### src/rtl/seg7_bcd_axil_writer.sv
// ---------------------------------------------------------------------------
// seg7_bcd_axil_writer
//
// Upstream feeder for the AXI4-Lite 7-segment display slave. A request is a
// binary value plus a dot mask. The value is converted to packed BCD by a
// sequential double-dabble engine, one input bit per cycle. The result is then
// written to the slave's digit register at BASE_ADDR. When WRITE_DOTS is set,
// the dot mask is then written to BASE_ADDR+4.
//
// Ports
//   clk, rstn         clock; synchronous active-low reset
//   in_valid/ready    request handshake. in_ready is high only in IDLE.
//                     A transfer occurs on a rising edge where both are high.
//   in_value, in_dots value to show; dot bit i belongs to digit i
//   done              one-cycle pulse after the final write response
//   resp_err/err_clr  sticky error on BRESP != OKAY. An error being set in
//                     the same cycle as err_clr wins over the clear.
//   overflow          last accepted value did not fit in DIGITS digits
//   m_axi_aw*/w*/b*   AXI4-Lite write channels (master side)
//
// Every AXI channel uses the usual valid/ready rule. A beat transfers on the
// rising edge where valid and ready are both high. Once valid is raised, the
// payload is held stable and valid stays high until that edge.
// ---------------------------------------------------------------------------
module seg7_bcd_axil_writer #(
    parameter int          BIN_W      = 10,
    parameter int          DIGITS     = 3,
    parameter logic [31:0] BASE_ADDR  = 32'h0000_0000,
    parameter int          WRITE_DOTS = 1
) (
    input  logic              clk,
    input  logic              rstn,
    input  logic              in_valid,
    output logic              in_ready,
    input  logic [BIN_W-1:0]  in_value,
    input  logic [DIGITS-1:0] in_dots,
    output logic              done,
    output logic              resp_err,
    input  logic              err_clr,
    output logic              overflow,
    output logic [31:0]       m_axi_awaddr,
    output logic [2:0]        m_axi_awprot,
    output logic              m_axi_awvalid,
    input  logic              m_axi_awready,
    output logic [31:0]       m_axi_wdata,
    output logic [3:0]        m_axi_wstrb,
    output logic              m_axi_wvalid,
    input  logic              m_axi_wready,
    input  logic [1:0]        m_axi_bresp,
    input  logic              m_axi_bvalid,
    output logic              m_axi_bready
);

    localparam int BCD_W = DIGITS * 4;
    localparam int CNT_W = $clog2(BIN_W + 1);

    function automatic logic [63:0] calc_max();
        logic [63:0] v;
        v = 64'd1;
        for (int i = 0; i < DIGITS; i++) v = v * 64'd10;
        return v - 64'd1;
    endfunction

    localparam logic [63:0] MAX_VAL = calc_max();

    typedef enum logic [2:0] {
        S_IDLE,
        S_CONV,
        S_WR_DIG,
        S_B_DIG,
        S_WR_DOT,
        S_B_DOT
    } state_t;

    state_t              state;
    logic [CNT_W-1:0]    cnt;
    logic [BIN_W-1:0]    bin_q;
    logic [BCD_W-1:0]    bcd_q;
    logic [DIGITS-1:0]   dots_q;
    logic                aw_done;
    logic                w_done;

    logic [BCD_W-1:0]    bcd_adj;
    logic [BCD_W-1:0]    bcd_next;
    logic                aw_fire;
    logic                w_fire;
    logic                b_fire;
    logic                aw_ok;
    logic                w_ok;

    assign in_ready     = (state == S_IDLE);
    assign m_axi_awprot = 3'b000;
    assign m_axi_wstrb  = 4'hF;

    assign aw_fire = m_axi_awvalid & m_axi_awready;
    assign w_fire  = m_axi_wvalid & m_axi_wready;
    assign b_fire  = m_axi_bready & m_axi_bvalid;
    // A channel counts as done if it completed earlier or completes now.
    assign aw_ok   = aw_done | aw_fire;
    assign w_ok    = w_done | w_fire;

    // One double-dabble step: add 3 to every nibble >= 5, then shift in the
    // next binary MSB. Bits leaving the top of the accumulator are dropped.
    always_comb begin
        bcd_adj = bcd_q;
        for (int i = 0; i < DIGITS; i++) begin
            if (bcd_q[4*i +: 4] >= 4'd5) bcd_adj[4*i +: 4] = bcd_q[4*i +: 4] + 4'd3;
        end
        bcd_next = {bcd_adj[BCD_W-2:0], bin_q[BIN_W-1]};
    end

    always_ff @(posedge clk) begin
        if (!rstn) begin
            state         <= S_IDLE;
            cnt           <= '0;
            bin_q         <= '0;
            bcd_q         <= '0;
            dots_q        <= '0;
            aw_done       <= 1'b0;
            w_done        <= 1'b0;
            done          <= 1'b0;
            resp_err      <= 1'b0;
            overflow      <= 1'b0;
            m_axi_awaddr  <= '0;
            m_axi_wdata   <= '0;
            m_axi_awvalid <= 1'b0;
            m_axi_wvalid  <= 1'b0;
            m_axi_bready  <= 1'b0;
        end else begin
            done <= 1'b0;
            // A response error assigned later in this block overrides the clear.
            if (err_clr) resp_err <= 1'b0;
            // Each valid drops on its own handshake, independently of the other.
            if (aw_fire) m_axi_awvalid <= 1'b0;
            if (w_fire)  m_axi_wvalid  <= 1'b0;

            case (state)
                S_IDLE: begin
                    if (in_valid) begin
                        bin_q    <= in_value;
                        dots_q   <= in_dots;
                        bcd_q    <= '0;
                        cnt      <= '0;
                        overflow <= (64'(in_value) > MAX_VAL);
                        state    <= S_CONV;
                    end
                end

                S_CONV: begin
                    bcd_q <= bcd_next;
                    bin_q <= bin_q << 1;
                    cnt   <= cnt + 1'b1;
                    if (cnt == CNT_W'(BIN_W - 1)) begin
                        // The last step's result goes straight into wdata.
                        m_axi_awaddr  <= BASE_ADDR;
                        m_axi_wdata   <= overflow ? 32'({DIGITS{4'hE}}) : 32'(bcd_next);
                        m_axi_awvalid <= 1'b1;
                        m_axi_wvalid  <= 1'b1;
                        aw_done       <= 1'b0;
                        w_done        <= 1'b0;
                        state         <= S_WR_DIG;
                    end
                end

                S_WR_DIG, S_WR_DOT: begin
                    aw_done <= aw_ok;
                    w_done  <= w_ok;
                    if (aw_ok && w_ok) begin
                        m_axi_bready <= 1'b1;
                        state        <= (state == S_WR_DIG) ? S_B_DIG : S_B_DOT;
                    end
                end

                S_B_DIG: begin
                    if (b_fire) begin
                        m_axi_bready <= 1'b0;
                        if (m_axi_bresp != 2'b00) resp_err <= 1'b1;
                        if (WRITE_DOTS != 0) begin
                            m_axi_awaddr  <= BASE_ADDR + 32'd4;
                            m_axi_wdata   <= 32'(dots_q);
                            m_axi_awvalid <= 1'b1;
                            m_axi_wvalid  <= 1'b1;
                            aw_done       <= 1'b0;
                            w_done        <= 1'b0;
                            state         <= S_WR_DOT;
                        end else begin
                            done  <= 1'b1;
                            state <= S_IDLE;
                        end
                    end
                end

                S_B_DOT: begin
                    if (b_fire) begin
                        m_axi_bready <= 1'b0;
                        if (m_axi_bresp != 2'b00) resp_err <= 1'b1;
                        done  <= 1'b1;
                        state <= S_IDLE;
                    end
                end

                default: state <= S_IDLE;
            endcase
        end
    end

endmodule

### config.mk
export PLATFORM = sky130hd
export DESIGN_NAME = seg7_bcd_axil_writer
export DESIGN_NICKNAME = d
export VERILOG_FILES = /design/src/rtl/seg7_bcd_axil_writer.sv
export SDC_FILE = /design/constraint.sdc
export NUM_CORES = 1
export LEC_CHECK = 0
export CORE_MARGIN = 5
export CORE_UTILIZATION = 50
export DETAILED_ROUTE_END_ITERATION = 10
export PLACE_DENSITY = 0.94
export SKIP_LAST_GASP = 1
export SLEW_MARGIN = 20
export SYNTH_ARGS = -nofsm -noshare
export SYNTH_HDL_FRONTEND = slang
export SYNTH_SLANG_ARGS = --single-unit
### constraint.sdc
create_clock -name clk -period 3.1 [get_ports clk]
set_clock_uncertainty 0.2 [all_clocks]
set_input_delay 0.62 -clock clk [delete_from_list [all_inputs] [get_ports clk]]
set_output_delay 0.62 -clock clk [all_outputs]
set_load 0.02 [all_outputs]
==> flow_summary.ini, run 1 <==
[global_routing]
globalRouteOverflowTotal = 0
antenna_found_initial = 0
grt_use_total_pct = 17.2
grt_max_degree = 47
grt_pass1_vias = 2335
grt_pass1_wl_um = 10600

[logic_synthesis]
ys_async_sr_fraction_pct = 0
syn_area_per_cell_um2 = 8.08
yosysSeqAreaShare_pct = 35.4
synthCells = 371
synthFlopType = dfxtp_1
synth_cell_types = 45
ys_seq_elements = 53
synth_edf_count = 0
syn-cell-area_um2 = 3000
yosysWarnings = 0

[setup_path]
worstPathArrival_ns = 1.95
cp.required_ns = 2.28
critPathKind = reg2out
critPathMaxFanout = 18
crit_path_end_kind = primary output
start_kind = flop

[detailed_routing]
vias = 2456
viasPerCell = 5.16
wl_per_cell_um = 13.6
drtPass1Iterations = 5
ant_nets = 0
drc_errors = 0
dr.first_iter.drc_count = 188
wl_um = 6490

[layout]
areaGrowthSynthToFinish_pct = 10.7
fillers = 526
n_antenna_cell = 0
drive_above_1_share_pct = 5.49
final_nets = 430
utilization_pct = 56.4

[clock_tree]
cts_root_buffer = clkbuf_8
cts_max_level = 2
cts_tree = built
clk_pin_slew_ns = 0.09
cts_hold_buf = 0
clock_path_buffers = 2
insertion_delay_ns = 0.31
cts_setup_buffers = 0
cts_buffers = 5
cts-resized-gates = 0
clock_sinks = 53

[floorplanning]
die_w_um = 87.4
core-area_um2 = 5890
ios = 100
start_util_pct = 50.9
rows = 28
dieArea_um2 = 7640
fp.dieH_um = 87.4

[sta]
finalCritPeriodShare_pct = 89.4
tns_ns = 0
finalSetupViolations = 0
period_minus_slack_ns = 2.77
relSlewSlack_pct = 47.7
slew_violations = 0
timing.fmax_mhz = 361
hold_viol = 0
tightestPinTransition_ns = 0.784
rsz0062_at_grt = no

[power]
p_int_w = 0.00118
p_leak_nw = 1.27
seqPwrFrac_pct = 43.5
swShare_pct = 37.0
p_per_area_nw_per_um2 = 563
vdd_drop_max_v = 0.000518
p_switching_w = 0.000692
combPwrFrac_pct = 31.6
clkPwrFrac_pct = 25.0

[placement]
portBuffers = 41
gp_congestion = 0.815
dpl.hpwl_um = 4750

[job]
drv_cap = 0

[outcome]
status = completed

[worst_hold_path]
hold_class = reg2reg
-- state kept, by name (all words and copies together), names as in the netlist --
register and cells:
cnt 4, overflow 1, dots_q 3, aw_done 1
bin_q 10, m_axi_awaddr 1, m_axi_awvalid 1, m_axi_bready 1
m_axi_wdata 12, m_axi_wvalid 1, done 1, bcd_q 12
resp_err 1, w_done 1, state 3
-- synth_stat cells (2+ instances only) --
cell | number | area share [%]
a211oi_1 | 7 | 1.8
a21oi_1 | 32 | 5.3
a221oi_1 | 5 | 1.5
a22oi_1 | 6 | 1.5
a311oi_1 | 3 | 0.88
a31oi_1 | 5 | 1.0
and2_1 | 9 | 1.9
and3_1 | 2 | 0.42
buf_2 | 6 | 1.0
buf_4 | 58 | 15
clkbuf_1 | 11 | 1.4
clkbuf_2 | 2 | 0.33
conb_1 | 2 | 0.25
dfxtp_1 | 53 | 35
ha_1 | 8 | 3.3
inv_1 | 9 | 1.1
mux2_2 | 3 | 1.1
mux2i_1 | 2 | 0.67
nand2_1 | 40 | 5.0
nand2b_1 | 7 | 1.5
nand3_1 | 13 | 2.2
nand4_1 | 3 | 0.63
nor2_1 | 29 | 3.6
nor2b_1 | 2 | 0.42
nor3_1 | 10 | 1.7
nor3b_1 | 6 | 1.5
nor4_1 | 3 | 0.63
o21a_1 | 3 | 0.75
o21ai_0 | 14 | 2.3
xnor2_1 | 3 | 0.88
-- final timing paths --
kind	startpoint	end	slack, ns	cells after the start
worst min register to register	dots_q[1]	dots_q[1]	0.27	2
worst max register to register	state[0]	m_axi_wdata[6]	0.64	4
worst max-delay path	state[0]	in_ready	0.33	2
worst min-delay path	dots_q[1]	dots_q[1]	0.27	2
-- power by group through the flow --
stage                     combinational, W  clock, W  sequential, W
final                             0.000590  0.000467       0.000812
after global routing              0.000650  0.000508       0.000823
after CTS                         0.000580  0.000476       0.000809
after detailed placement          0.000576         0       0.000823
after global placement            0.000558         0       0.000821
after floorplan                   0.000549         0       0.000778
-- layout by cell type (no fill, tap or decap), types with 2 or more instances in the layout --
cell type / instances
nand2_1: 40
inv_1: 9
o21ai_0: 14
a21oi_1: 32
dfxtp_1: 53
nor4_1: 3
mux2i_1: 2
clkdlybuf4s50_1: 41
o21a_1: 3
nor2b_1: 2
buf_4: 3
nand4_1: 3
a311oi_1: 3
nand2b_1: 7
conb_1: 58
a211oi_1: 7
a31oi_1: 5
nand3_1: 13
a221oi_1: 5
and2_1: 9
nor3_1: 10
and3_1: 2
a22oi_1: 6
mux2_2: 3
nor2_1: 29
nor3b_1: 6
xnor2_1: 3
ha_1: 8
clkbuf_8: 5
-- worst max-delay path: stages (launching register included) --
cell and delay (ns):
dfxtp_1 0.50, nor3_1 0.45, clkdlybuf4s50_1 0.70
-- stage by stage --
step                power [W]  setup slack, ns  area (um^2)  hold WS (ns)  cells
floorplan             0.00133             1.04         3210         0.233    427
global placement      0.00138            0.518         3210         0.244    468
detailed placement    0.00140            0.440         3210         0.252    468
CTS                   0.00187            0.393         3320         0.267    476
global route          0.00198            0.258         3320         0.284    476
finish                0.00187            0.329         3320         0.266    476
-- metal layers --
metal,wire [um],track usage [%],vias up
met5,0,0,-
met4,73,5.58,0
met3,477,4.07,6
met2,3360,30.3,84
met1,2580,20.5,1155
li1,-,-,1211
-- area by class of cell --
cell class	instances	area, um^2	share of cell area [%]
clock buffers	6	72.6	2.19
multi-input cells	286	1580	47.7
inverters	10	37.5	1.13
flip-flops and latches	53	1060	32.0
repair buffers	44	433	13.0
well taps	75	93.8	2.83
clock inverters	2	38.8	1.17
-- logic make-up after synthesis --
kind of cell | after synthesis | share of synthesized area [%]
flops | 53 | 35.4
buf+inv | 88 | 18.9
fa+ha+maj | 8 | 3.34
compound gates | 79 | 17.1
xor+xnor | 4 | 1.17
mux | 5 | 1.79
simple gates | 132 | 22.1
other cells | 2 | 0.251
Note: power is estimated with default switching activity, not from simulation.
==> run 2, diff against run 1 <==
--- a/config.mk
+++ b/config.mk
@@ -8,7 +8,7 @@
 export CORE_MARGIN = 5
 export CORE_UTILIZATION = 50
 export DETAILED_ROUTE_END_ITERATION = 10
-export PLACE_DENSITY = 0.94
+export PLACE_DENSITY = 0.92
 export SKIP_LAST_GASP = 1
 export SLEW_MARGIN = 20
 export SYNTH_ARGS = -nofsm -noshare
==> run 2 against run 1 <==
Clock power decreased by 16%. Combinational power decreased by 3%. Die area unchanged. Total power decreased by 5.0%. Via count decreased by 1.3%. Setup slack improved by 0.074 ns. Core utilization decreased by 0.43 points. Maximum frequency increased by 2.7%. Design area decreased by 0.75%. Register-to-register slack improved by 0.15 ns. Critical endpoint unchanged. Largest cell class unchanged.
==> flow_summary.ini, run 2 (synthesized netlist as in run 1, its figures left out) <==
[layout]
utilization_pct = 56.0
fillers = 547
final_cell_area_um2 = 3290
areaGrowthSynthToFinish_pct = 9.85
layout.area.seq_um2 = 1060
biggestRegsByFlops = bcd_q: 12 flops, m_axi_wdata: 12 flops, bin_q: 10 flops
multiInputGateArea_um2 = 1580
final_cell_mix = 58 x conb_1, 53 x dfxtp_1, 41 x clkdlybuf4s50_1, 40 x nand2_1, 32 x a21oi_1
final_common_cell = conb_1
final_nets = 430
drive_above_1_share_pct = 5.25
n_antenna_cell = 0

[placement]
dpl.hpwl_um = 4700
dpl_cell_area_um2 = 3210
portBuffers = 41
gp_congestion = 0.828

[setup_path]
cp.required_ns = 2.28
ff2ff_setup_slack_ns = 0.79
ff2ff_path_depth = 5
timing.rr.end = m_axi_wdata[8]
worstReg2RegStart = state[0]
crit_path_end_kind = primary output
critPathMaxFanout = 18
worstPathArrival_ns = 1.88
cp-startpoint = state[0]
start_kind = flop
crit_end = in_ready
critPathKind = reg2out

[clock_tree]
insertion_delay_ns = 0.31
clock_path_buffers = 2
cts_setup_buffers = 0
cts_hold_buf = 0
cts-resized-gates = 0
cts_buffers = 5
cts_tree = built
clk_pin_slew_ns = 0.09
cts_root_buffer = clkbuf_8
cts_max_level = 2
clock_sinks = 53

[global_routing]
grt_max_degree = 47
grt_use_total_pct = 16.9
grt_pass1_wl_um = 10400
grt_pass1_vias = 2381
globalRouteOverflowTotal = 0
antenna_found_initial = 0

[detailed_routing]
ant_nets = 0
wl_um = 6250
drc_errors = 0
dr.first_iter.drc_count = 177
wl_per_cell_um = 13.2
vias = 2423
drtPass1Iterations = 4
viasPerCell = 5.10

[floorplanning]
start_util_pct = 50.9
ios = 100
die_w_um = 87.4
rows = 28
fp.dieH_um = 87.4
dieArea_um2 = 7640
core-area_um2 = 5890

[worst_hold_path]
hold_class = reg2reg

[sta]
slew_violations = 0
tns_ns = 0
timing.fmax_mhz = 371
finalCritPeriodShare_pct = 87.0
finalSetupViolations = 0
rsz0062_at_grt = no
hold_viol = 0
tightestPinTransition_ns = 0.756
relSlewSlack_pct = 49.5
period_minus_slack_ns = 2.70

[power]
p_per_area_nw_per_um2 = 539
p_leak_nw = 1.26
vdd_drop_max_v = 0.000389

[job]
drv_cap = 0

[outcome]
status = completed
-- run 2: cell types whose count changed in the layout (fill, tap and decap cells not counted), sizes merged --
| cell | change |
|---|---|
| clkbuf | +1 |
| clkinv | -1 |
| bufinv | -1 |
-- run 2: worst min-delay path by stage --
stage                          from         to  cells past startpoint
after floorplan           dots_q[2]  dots_q[2]                      2
after global placement     bin_q[6]   bin_q[6]                      2
after detailed placement   bin_q[7]   bin_q[7]                      2
after CTS                  bin_q[7]   bin_q[7]                      2
after global routing       bin_q[6]   bin_q[6]                      2
final                      bin_q[7]   bin_q[7]                      2
-- run 2: per-stage QoR --
step	cells	setup WS [ns]	hold WS [ns]	total power, W
4_1_cts	475	0.401	0.264	0.00178
3_5_place_dp	468	0.447	0.251	0.00139
6_report	475	0.403	0.262	0.00178
2_1_floorplan	427	1.04	0.233	0.00133
3_3_place_gp	468	0.523	0.245	0.00137
5_1_grt	475	0.274	0.294	0.00190
-- run 2: cell type report --
type / instances / area share [%]
clock buffers: 7 / 2.62
inverters: 10 / 1.14
multi-input cells: 286 / 48.0
flip-flops and latches: 53 / 32.2
well taps: 75 / 2.85
repair buffers: 44 / 13.1
-- run 2: power by group --
part / leakage, nW / switching [W] / internal (W)
clock: 0.0443 / 0.000214 / 0.000178
combinational: 0.787 / 0.000385 / 0.000189
sequential: 0.429 / 0.0000710 / 0.000738
total: 1.26 / 0.000670 / 0.00111
-- run 2: critical path: stages, from the launching register on --
cell and delay, ns:
dfxtp_1 0.49, nor3_1 0.39, clkdlybuf4s50_1 0.69
-- run 2: routing by layer --
metal	vias up	share of wire, %	GRT usage (%)
met5	-	0	0
met4	0	3.0	8.37
met3	15	6.3	3.22
met2	76	51	30.0
met1	1123	40	19.3
li1	1209	-	-
==> run 3, diff against run 2 <==
--- a/config.mk
+++ b/config.mk
@@ -7,7 +7,9 @@
 export LEC_CHECK = 0
 export CORE_MARGIN = 5
 export CORE_UTILIZATION = 50
+export CTS_CLUSTER_DIAMETER = 50
 export DETAILED_ROUTE_END_ITERATION = 10
+export GPL_ROUTABILITY_DRIVEN = 0
 export PLACE_DENSITY = 0.92
 export SKIP_LAST_GASP = 1
 export SLEW_MARGIN = 20
==> results of run 3 <==
Same layout as run 2: the final DEF is identical, and so are final timing and power.
